--- config.mk ---
export PLATFORM = sky130hd
export DESIGN_NAME = dt_param
export DESIGN_NICKNAME = d
export VERILOG_FILES = /design/src/rtl/dt_pkg.sv /design/src/rtl/dt_param_addr_gen.sv /design/src/rtl/dt_param.sv
export SDC_FILE = /design/constraint.sdc
export NUM_CORES = 1
export LEC_CHECK = 0
export CAP_MARGIN = 20
export CORE_MARGIN = 4
export CORE_UTILIZATION = 40
export DETAILED_ROUTE_END_ITERATION = 16
export GPL_TIMING_DRIVEN = 0
export PLACE_DENSITY = 0.68
export SKIP_CTS_REPAIR_TIMING = 1
export SYNTH_ARGS = -nofsm -noshare
export SYNTH_HDL_FRONTEND = slang
export SYNTH_SLANG_ARGS = --single-unit
--- constraint.sdc ---
create_clock -name clk -period 30.9 [get_ports clk]
set_input_delay 9.27 -clock clk [delete_from_list [all_inputs] [get_ports clk]]
set_output_delay 9.27 -clock clk [all_outputs]
set_load 0.01 [all_outputs]
--- src/rtl/dt_pkg.sv ---
// Shared types and helpers for the two-pass chamfer distance-transform engine.
// Neighbour offsets take the image width as an argument so one package serves every size.
package dt_pkg;

    typedef enum logic [3:0] {
        S_IDLE,
        S_LOAD,
        S_FWD_RD,
        S_FWD_NB,
        S_FWD_WR,
        S_BWD_RD,
        S_BWD_NB,
        S_BWD_WR,
        S_FIN
    } dt_state_e;

    function automatic logic [2:0] nb_count(input logic mode);
        return mode ? 3'd2 : 3'd4;
    endfunction

    // Forward mask: chessboard NW, N, NE, W; city-block N, W.
    function automatic int fwd_offset(input int img_w, input logic mode, input logic [1:0] idx);
        int off;
        if (!mode) begin
            case (idx)
                2'd0:    off = -img_w - 1;
                2'd1:    off = -img_w;
                2'd2:    off = -img_w + 1;
                default: off = -1;
            endcase
        end else begin
            off = (idx == 2'd0) ? -img_w : -1;
        end
        return off;
    endfunction

    // Backward mask is the point mirror of the forward one, visited in reverse order:
    // chessboard E, SW, S, SE; city-block E, S.
    function automatic int nb_offset(input int img_w, input logic bwd, input logic mode,
                                     input logic [1:0] idx);
        logic [1:0] last;
        last = 2'(nb_count(mode) - 3'd1);
        return bwd ? -fwd_offset(img_w, mode, last - idx) : fwd_offset(img_w, mode, idx);
    endfunction

    // v+1 clamped to 2^dw-1 (dw <= 31).
    function automatic logic [31:0] sat_inc(input logic [31:0] v, input int unsigned dw);
        logic [32:0] s;
        logic [32:0] lim;
        s   = {1'b0, v} + 33'd1;
        lim = (33'd1 << dw) - 33'd1;
        return (s > lim) ? lim[31:0] : s[31:0];
    endfunction

endpackage

--- src/rtl/dt_param_addr_gen.sv ---
// Row/column walker over the interior pixels; emits the RAM address of the current
// pixel or of one of its mask neighbours, plus first/last-interior flags.
module dt_addr_gen
    import dt_pkg::*;
#(
    parameter int IMG_W = 128,
    parameter int IMG_H = 128,
    parameter int RA_W  = 14
) (
    input  logic            clk,
    input  logic            reset,
    input  logic            init,
    input  logic            step_fwd,
    input  logic            step_bwd,
    input  logic            use_nb,
    input  logic            bwd,
    input  logic            mode,
    input  logic [1:0]      nb_idx,
    output logic [RA_W-1:0] addr,
    output logic            is_first,
    output logic            is_last
);
    localparam int RW = $clog2(IMG_H);
    localparam int CW = $clog2(IMG_W);
    localparam logic [RW-1:0] ROW_LAST = RW'(IMG_H - 2);
    localparam logic [CW-1:0] COL_LAST = CW'(IMG_W - 2);

    logic [RW-1:0]   row_q, row_d;
    logic [CW-1:0]   col_q, col_d;
    logic [RA_W-1:0] base;
    logic [RA_W-1:0] off;

    always_ff @(posedge clk or negedge reset) begin
        if (!reset) begin
            row_q <= '0;
            col_q <= '0;
        end else begin
            row_q <= row_d;
            col_q <= col_d;
        end
    end

    always_comb begin
        row_d = row_q;
        col_d = col_q;
        if (init) begin
            row_d = RW'(1);
            col_d = CW'(1);
        end else if (step_fwd) begin
            if (col_q == COL_LAST) begin
                col_d = CW'(1);
                row_d = row_q + RW'(1);
            end else begin
                col_d = col_q + CW'(1);
            end
        end else if (step_bwd) begin
            if (col_q == CW'(1)) begin
                col_d = COL_LAST;
                row_d = row_q - RW'(1);
            end else begin
                col_d = col_q - CW'(1);
            end
        end
    end

    always_comb begin
        base     = RA_W'(32'(row_q) * 32'(IMG_W) + 32'(col_q));
        off      = use_nb ? RA_W'(nb_offset(IMG_W, bwd, mode, nb_idx)) : '0;
        addr     = base + off;
        is_first = (row_q == RW'(1)) && (col_q == CW'(1));
        is_last  = (row_q == ROW_LAST) && (col_q == COL_LAST);
    end

endmodule

--- src/rtl/dt_param.sv ---
// Two-pass chamfer distance transform: unpacks the sti image into res, then runs
// forward and backward raster passes in place with saturating distances.
module dt_param
    import dt_pkg::*;
#(
    parameter int IMG_W  = 128,
    parameter int IMG_H  = 128,
    parameter int WORD_W = 16,
    parameter int DIST_W = 8,
    localparam int NPIX  = IMG_W * IMG_H,
    localparam int NWORD = NPIX / WORD_W,
    localparam int RA_W  = $clog2(NPIX),
    localparam int SA_W  = (NWORD > 1) ? $clog2(NWORD) : 1
) (
    input  logic              clk,
    input  logic              reset,
    input  logic              start,
    input  logic              mode,
    output logic              busy,
    output logic              done,
    output logic              sti_rd,
    output logic [SA_W-1:0]   sti_addr,
    input  logic [WORD_W-1:0] sti_di,
    output logic              res_rd,
    output logic              res_wr,
    output logic [RA_W-1:0]   res_addr,
    output logic [DIST_W-1:0] res_do,
    input  logic [DIST_W-1:0] res_di
);
    localparam int BC_W = (WORD_W > 1) ? $clog2(WORD_W) : 1;
    localparam logic [BC_W-1:0] BC_LAST  = BC_W'(WORD_W - 1);
    localparam logic [RA_W-1:0] PIX_LAST = RA_W'(NPIX - 1);

    dt_state_e         state_q, state_d;
    logic              mode_q, mode_d;
    logic              lprime_q, lprime_d;
    logic              rdv_q, rdv_d;
    logic [RA_W-1:0]   pix_q, pix_d;
    logic [SA_W-1:0]   wa_q, wa_d;
    logic [BC_W-1:0]   bc_q, bc_d;
    logic [WORD_W-1:0] sh_q, sh_d;
    logic [1:0]        nb_q, nb_d;
    logic [DIST_W-1:0] min_q, min_d;
    logic [DIST_W-1:0] self_q, self_d;
    logic [DIST_W-1:0] res_do_q;

    logic              ag_init, ag_fwd, ag_bwd, ag_first, ag_last;
    logic [RA_W-1:0]   ag_addr;
    logic              in_nb, in_bwd;
    logic [1:0]        nb_last;
    logic [WORD_W-1:0] cur_word;
    logic [DIST_W-1:0] nb_min, fwd_val, bwd_val;

    dt_addr_gen #(
        .IMG_W (IMG_W),
        .IMG_H (IMG_H),
        .RA_W  (RA_W)
    ) u_addr_gen (
        .clk      (clk),
        .reset    (reset),
        .init     (ag_init),
        .step_fwd (ag_fwd),
        .step_bwd (ag_bwd),
        .use_nb   (in_nb),
        .bwd      (in_bwd),
        .mode     (mode_q),
        .nb_idx   (nb_q),
        .addr     (ag_addr),
        .is_first (ag_first),
        .is_last  (ag_last)
    );

    // The first pixel of each word comes straight off sti_di; the rest from the shifter.
    always_comb begin
        cur_word = (bc_q == '0) ? sti_di : sh_q;
        nb_last  = 2'(nb_count(mode_q) - 3'd1);
        nb_min   = (res_di < min_q) ? res_di : min_q;
        fwd_val  = DIST_W'(sat_inc(32'(nb_min), DIST_W));
        bwd_val  = (self_q < fwd_val) ? self_q : fwd_val;
        in_nb    = (state_q == S_FWD_NB) || (state_q == S_BWD_NB);
        in_bwd   = (state_q == S_BWD_RD) || (state_q == S_BWD_NB) || (state_q == S_BWD_WR);
    end

    always_ff @(posedge clk or negedge reset) begin
        if (!reset) begin
            state_q  <= S_IDLE;
            mode_q   <= 1'b0;
            lprime_q <= 1'b0;
            rdv_q    <= 1'b0;
            pix_q    <= '0;
            wa_q     <= '0;
            bc_q     <= '0;
            sh_q     <= '0;
            nb_q     <= '0;
            min_q    <= '0;
            self_q   <= '0;
            res_do_q <= '0;
        end else begin
            state_q  <= state_d;
            mode_q   <= mode_d;
            lprime_q <= lprime_d;
            rdv_q    <= rdv_d;
            pix_q    <= pix_d;
            wa_q     <= wa_d;
            bc_q     <= bc_d;
            sh_q     <= sh_d;
            nb_q     <= nb_d;
            min_q    <= min_d;
            self_q   <= self_d;
            res_do_q <= res_do;
        end
    end

    always_comb begin
        state_d  = state_q;
        mode_d   = mode_q;
        lprime_d = lprime_q;
        rdv_d    = rdv_q;
        pix_d    = pix_q;
        wa_d     = wa_q;
        bc_d     = bc_q;
        sh_d     = sh_q;
        nb_d     = nb_q;
        min_d    = min_q;
        self_d   = self_q;
        ag_init  = 1'b0;
        ag_fwd   = 1'b0;
        ag_bwd   = 1'b0;
        case (state_q)
            S_IDLE: begin
                if (start) begin
                    state_d  = S_LOAD;
                    mode_d   = mode;
                    lprime_d = 1'b1;
                    pix_d    = '0;
                    wa_d     = '0;
                    bc_d     = '0;
                end
            end
            S_LOAD: begin
                if (lprime_q) begin
                    lprime_d = 1'b0;
                    wa_d     = wa_q + SA_W'(1);
                end else begin
                    sh_d = cur_word << 1;
                    bc_d = (bc_q == BC_LAST) ? '0 : bc_q + BC_W'(1);
                    if (bc_q == BC_LAST && pix_q != PIX_LAST)
                        wa_d = wa_q + SA_W'(1);
                    if (pix_q == PIX_LAST) begin
                        state_d = S_FWD_RD;
                        ag_init = 1'b1;
                        rdv_d   = 1'b0;
                    end else begin
                        pix_d = pix_q + RA_W'(1);
                    end
                end
            end
            S_FWD_RD: begin
                rdv_d = ~rdv_q;
                if (rdv_q) begin
                    if (res_di != '0) begin
                        state_d = S_FWD_NB;
                        nb_d    = '0;
                    end else if (ag_last) begin
                        state_d = S_BWD_RD;
                    end else begin
                        ag_fwd = 1'b1;
                    end
                end
            end
            S_FWD_NB, S_BWD_NB: begin
                // Each cycle folds in the neighbour requested on the previous cycle.
                min_d = (nb_q == 2'd0) ? '1 : nb_min;
                nb_d  = nb_q + 2'd1;
                if (nb_q == nb_last)
                    state_d = (state_q == S_FWD_NB) ? S_FWD_WR : S_BWD_WR;
            end
            S_FWD_WR: begin
                if (ag_last) begin
                    state_d = S_BWD_RD;
                end else begin
                    ag_fwd  = 1'b1;
                    state_d = S_FWD_RD;
                end
            end
            S_BWD_RD: begin
                rdv_d = ~rdv_q;
                if (rdv_q) begin
                    self_d = res_di;
                    if (res_di != '0) begin
                        state_d = S_BWD_NB;
                        nb_d    = '0;
                    end else if (ag_first) begin
                        state_d = S_FIN;
                    end else begin
                        ag_bwd = 1'b1;
                    end
                end
            end
            S_BWD_WR: begin
                if (ag_first) begin
                    state_d = S_FIN;
                end else begin
                    ag_bwd  = 1'b1;
                    state_d = S_BWD_RD;
                end
            end
            S_FIN:   state_d = S_IDLE;
            default: state_d = S_IDLE;
        endcase
    end

    always_comb begin
        busy     = (state_q != S_IDLE) && (state_q != S_FIN);
        done     = (state_q == S_FIN);
        sti_rd   = 1'b0;
        sti_addr = '0;
        res_rd   = 1'b0;
        res_wr   = 1'b0;
        res_addr = '0;
        res_do   = res_do_q;
        case (state_q)
            S_LOAD: begin
                res_addr = pix_q;
                if (lprime_q) begin
                    sti_rd   = 1'b1;
                    sti_addr = wa_q;
                end else begin
                    res_wr = 1'b1;
                    res_do = DIST_W'(cur_word[WORD_W-1]);
                    if (bc_q == BC_LAST && pix_q != PIX_LAST) begin
                        sti_rd   = 1'b1;
                        sti_addr = wa_q;
                    end
                end
            end
            S_FWD_RD, S_BWD_RD: begin
                res_addr = ag_addr;
                res_rd   = ~rdv_q;
            end
            S_FWD_NB, S_BWD_NB: begin
                res_addr = ag_addr;
                res_rd   = 1'b1;
            end
            S_FWD_WR: begin
                res_addr = ag_addr;
                res_wr   = 1'b1;
                res_do   = fwd_val;
            end
            S_BWD_WR: begin
                res_addr = ag_addr;
                res_wr   = 1'b1;
                res_do   = bwd_val;
            end
            default: ;
        endcase
    end

endmodule

Word-level counts from Yosys, hierarchy flattened

Index checks and enable logic that the tools add are counted.

Flip-flop bits (word level): 90
Input bits: 28
Output and inout bits: 37

Add/sub/neg operators: 14
Magnitude comparators: 3
Equal/unequal tests: 34
Mux-type cells: 81
Bitwise gates (word level): 2
Reduce and logical (&&, ||, !) cells: 33

Operators with widths:

| kind                    | count |
|---|---|
| $mux W7                 | 12 |
| $pmux W8 S3             | 3 |
| $mux W14                | 5 |
| $mux W10                | 6 |
| $mux W4                 | 14 |
| $mux W8                 | 7 |
| $pmux W14 S2            | 2 |
| $pmux W4 S7             | 1 |
| $pmux W10 S2            | 1 |
| $eq A4 B3 Y1 const B    | 4 |
| $lt A8 B8 Y1            | 2 |
| $mux W1                 | 16 |
| $mux W16                | 1 |
| $reduce_and A3 Y1       | 5 |
| $add A14 B1 Y14 const B | 1 |
| $add A14 B14 Y14        | 1 |
| $add A14 B7 Y14         | 1 |
| $add A7 B1 Y7 const B   | 2 |
| $eq A14 B14 Y1 const B  | 1 |
| $eq A7 B1 Y1 const B    | 2 |
| $eq A7 B7 Y1 const B    | 2 |
| $ne A14 B14 Y1 const B  | 1 |
| $ne A2 B2 Y1 const B    | 7 |
| $neg A14 Y14            | 1 |
| 37 further kinds        | 69 |

Logic depth before layout (Yosys ltp)

Depth after elaboration: 11
Mapped depth: 23
Mapped depth without buffers: 22

By module

Synthesis repeated with hierarchy kept, for this count alone.

Cells, all modules: 798
Area, all modules: 6771.5 um^2

By module, submodules not included:

| module      | instances | cells each | area each (um^2) |
|---|---|---|---|
| dt_param    | 1         | 532        | 4709.5 |
| dt_addr_gen | 1         | 266        | 2062.0 |

Worst setup path before layout

No wires, ideal clock.

Path kind: input -> output
Start point: input res_di[6]
End point: output res_do[0]
Arrival time: 13.457 ns
Slack: 8.173 ns
Cell stages on the path: 20
Buffers on the path: 1
Path through: ha_1 -> a21oi_1 -> nor2b_1 -> or3_1 -> nor2_4 -> buf_2 -> mux2i_1 -> inv_1 -> ha_1 -> nand2_1 -> or3_1 -> mux2i_2 -> nor2_1 -> ha_1 -> a2111oi_0 -> nor2_1 -> nand2_1 -> o21ai_0 -> nor3_2 -> o221ai_1

Longest elaborated chain between the ends: 8

Ends and longest elaborated chain:

| element           | line            | RTL |
|---|---|---|
| start, declared   | dt_param.sv:28  | `input logic [DIST_W-1:0] res_di` |
| $lt A8 B8 Y1      | dt_param.sv:77  | `nb_min = (res_di < min_q) ? res_di : min_q;` |
| $mux W8 (*)       | dt_param.sv:77  |  |
| $add A8 B1 Y9 (*) | dt_pkg.sv:50    | `s = {1'b0, v} + 33'd1;` |
| $gt A9 B8 Y1      | dt_pkg.sv:52    | `return (s > lim) ? lim[31:0] : s[31:0];` |
| $mux W8 (*)       | dt_pkg.sv:52    |  |
| $lt A8 B8 Y1      | dt_param.sv:79  | `bwd_val = (self_q < fwd_val) ? self_q : fwd_val;` |
| $mux W8           | dt_param.sv:79  |  |
| $pmux W8 S3 (*)   | dt_param.sv:222 | `case (state_q)` |
| end, declared     | dt_param.sv:27  | `output logic [DIST_W-1:0] res_do,` |

Mark *: on every way between the ends. The rest lies on a longest branch, timed or not.

Final worst setup path

Start point: input res_di[4]
End point: output res_do[7]

The elaborated chain is that of the path after synthesis.

==> reports/results.txt <==
Status = completed
Initial Util = 40.7%
DR pass1 iterations = 6
Startpoint types = input port
IO buf count = 64
Synth Net Count = 853
Slew margin rel. = 37.8%
Cell area after synthesis = 0.00672 mm²
First-pass GRT wire length = 29000 µm
Critical Path RT = 21.63 ns
Clk sinks = 90
Unique masters post-synth = 68
Switching power = 412 µW
Warnings from Yosys = 0
Part of the power in combinational logic = 64.7%
Mean Syn Cell Area = 8.65 µm²
Vias per inst = 5.62
Gr usage total = 19.2%
Final hold vios = 0
Post-layout min period = 24.99 ns
Die height = 138 µm
Worst setup EP type = output port
H-tree depth = 3
Routed wire length = 17800 µm
DR DRC count = 0
Dpl hpwl = 13200 µm
Reg clk slew, reported paths = 0.07 ns
Clk buf depth = 2
RePlAce Congestion = 0.904
Tot Pwr = 890 µW
Die W = 138 µm
Die Area = 0.0189 mm²
Share of layout cells above drive strength 1 = 7.23%
Initial DRC count = 450
Initial antenna violation count = 0
Net Sw Frac = 46.2%
Vias in the first global route = 5569
Reg power frac = 23.3%
Max VDD drop = 90.2 µV
Largest net degree at the start of global routing = 70
PD cells = 112 mW/mm²
Static Leak = 0.00353 µW
Top FF cell, synth = dfrtp_1
Reg2Reg Depth = 21
Ports = 65
ANT nets after route = 0
Hold Crit Class = flop to flop
Setup TNS = 0 ns
Fmax achieved = 40.0 MHz
P_int = 479 µW
Worst Skew = 0.00389 ns
Post-synth EDFFs = 0
Worst EP arrival = 15.72 ns
Part of the Yosys area used for sequential elements = 33.5%
Period utilization = 80.9%
#FFs+latches synth = 90
# nets final = 929
Cell count after synthesis = 777
Core Area = 0.0165 mm²
Clock Tree Root = clkbuf_16
Final Setup Violations = 0
TritonCTS Buffers = 9
MaxCap Viol Count = 0
Clk Latency, worst-skew pair = 0.35 ns
Max-slew violations = 0
FP Rows = 47
Crit Path Class = input port to output port
Worst-margin pin slew = 0.927 ns
RSZ-0062 raised after global routing = false
ANT cells = 0
Via count = 6061
Critical Path Fanout Max = 10
Area Overhead vs Synth = 18.2%
Average wire per cell in the routed design = 16.5 µm
CTS tree = done
Clock power frac = 12.0%
Hold Crit Depth = 2
Async S/R FF share, synth = 100%
Gr ovfl total = 0
[path summary, 6_finish.rpt]
kind,startpoint,end,slack [ns]
worst max register to register,min_q[4],res_do_q[7],25.07
min in group asynchronous,reset,sh_q[10],8.81
worst min-delay path,sh_q[8],sh_q[8],0.48
worst min register to register,sh_q[8],sh_q[8],0.48
worst max-delay path,res_di[4],res_do[7],5.91
max in group asynchronous,reset,u_addr_gen.col_q[3],21.45
[state kept, by name, indices dropped and copies added, names as in the netlist]
signal / count
bc_q: 4
lprime_q: 1
min_q: 8
mode_q: 1
nb_q: 2
pix_q: 14
rdv_q: 1
res_do_q: 8
self_q: 8
sh_q: 15
state_q: 4
u_addr_gen.col_q: 7
u_addr_gen.row_q: 7
wa_q: 10
[worst max-delay path, stage by stage]
cell	delay (ns)
clkdlybuf4s50_1	0.74
ha_1	0.33
a21oi_1	0.21
nor2_1	0.07
or3_1	0.38
nor2_4	0.30
buf_2	0.30
mux2i_1	0.13
inv_1	0.09
ha_1	0.25
nand2_1	0.09
or3_1	0.43
mux2i_2	0.35
nor2_1	0.16
ha_1	0.31
a2111oi_0	0.76
nor2_1	0.09
nand2_1	0.09
o21ai_0	0.10
nor3_2	0.45
o221ai_1	0.26
clkdlybuf4s50_1	0.55
[cells in the final DEF, fill, tap and decap left out, types with 9 or more instances in the layout]
| master | n |
|---|---|
| a21oi_1 | 48 |
| a22o_1 | 11 |
| and3_1 | 24 |
| buf_2 | 9 |
| clkbuf_1 | 19 |
| clkbuf_16 | 9 |
| clkdlybuf4s50_1 | 63 |
| dfrtp_1 | 90 |
| ha_1 | 47 |
| inv_1 | 36 |
| mux2_2 | 12 |
| mux2i_1 | 24 |
| nand2_1 | 79 |
| nand3_1 | 38 |
| nand4_1 | 14 |
| nor2_1 | 62 |
| nor2b_1 | 11 |
| nor3_1 | 16 |
| o21ai_0 | 58 |
| o22ai_1 | 9 |
| or3_1 | 15 |
| xnor2_1 | 19 |
| xor2_1 | 23 |
[metrics by stage]
stage	cells	cell area (µm²)	util, %	worst slack (ns)	hold slack [ns]
after global placement	1061	7630	46.2	6.10	0.466
after CTS	1078	7940	48.1	6.03	0.490
after global routing	1078	7940	48.1	5.50	0.514
final	1078	7940	48.1	5.91	0.485
after floorplan	777	6720	-	8.17	0.449
after detailed placement	1062	7660	46.3	6.07	0.474
[synth_stat cells (16+ instances only)]
cell / count / share of area, %
a21oi_1: 48 / 3.6
and3_1: 24 / 2.2
clkbuf_1: 19 / 1.1
dfrtp_1: 90 / 34
ha_1: 47 / 8.8
inv_1: 36 / 2.0
mux2i_1: 24 / 3.6
nand2_1: 79 / 4.4
nand3_1: 38 / 2.8
nor2_1: 62 / 3.5
nor3_1: 16 / 1.2
o21ai_0: 58 / 4.3
xnor2_1: 19 / 2.5
xor2_1: 23 / 3.0
[layer usage]
metal / up-vias / wire [µm] / track usage [%]
met1: 2900 / 8540 / 27.3
met3: 14 / 1030 / 4.13
li1: 2977 / - / -
met2: 170 / 8090 / 30.6
met5: - / 0 / 0
met4: 0 / 140 / 2.77
[power by group through the flow]
| stage | clock (µW) | sequential (µW) | combinational (µW) |
|---|---|---|---|
| 5_1_grt | 115 | 214 | 639 |
| 3_5_place_dp | 0 | 208 | 569 |
| 3_3_place_gp | 0 | 207 | 563 |
| 2_1_floorplan | 0 | 195 | 390 |
| 4_1_cts | 110 | 207 | 575 |
| 6_report | 107 | 207 | 576 |
[layout make-up]
cell class              instances  area (µm²)
inverters                      37         139
clock inverters                 7        58.8
clock buffers                   9         225
fillers                      1588        8580
plain buffers                  31         143
repair buffers                 65         666
well taps                     220         275
multi-input cells             619        4180
flip-flops and latches         90        2250
[cell families after synthesis]
logic type                 count (synthesis)  synth area share [%]
buffers and inverters                     68                  4.19
DFF                                       90                  33.5
xor gates and xnor gates                  42                  5.48
and+or+nand+nor                          297                  23.2
adders and majority gates                 48                  9.05
AOI/OAI and AO/OA                        195                  18.8
muxes                                     37                  5.79
No activity file was read; power rests on OpenSTA's default activity.
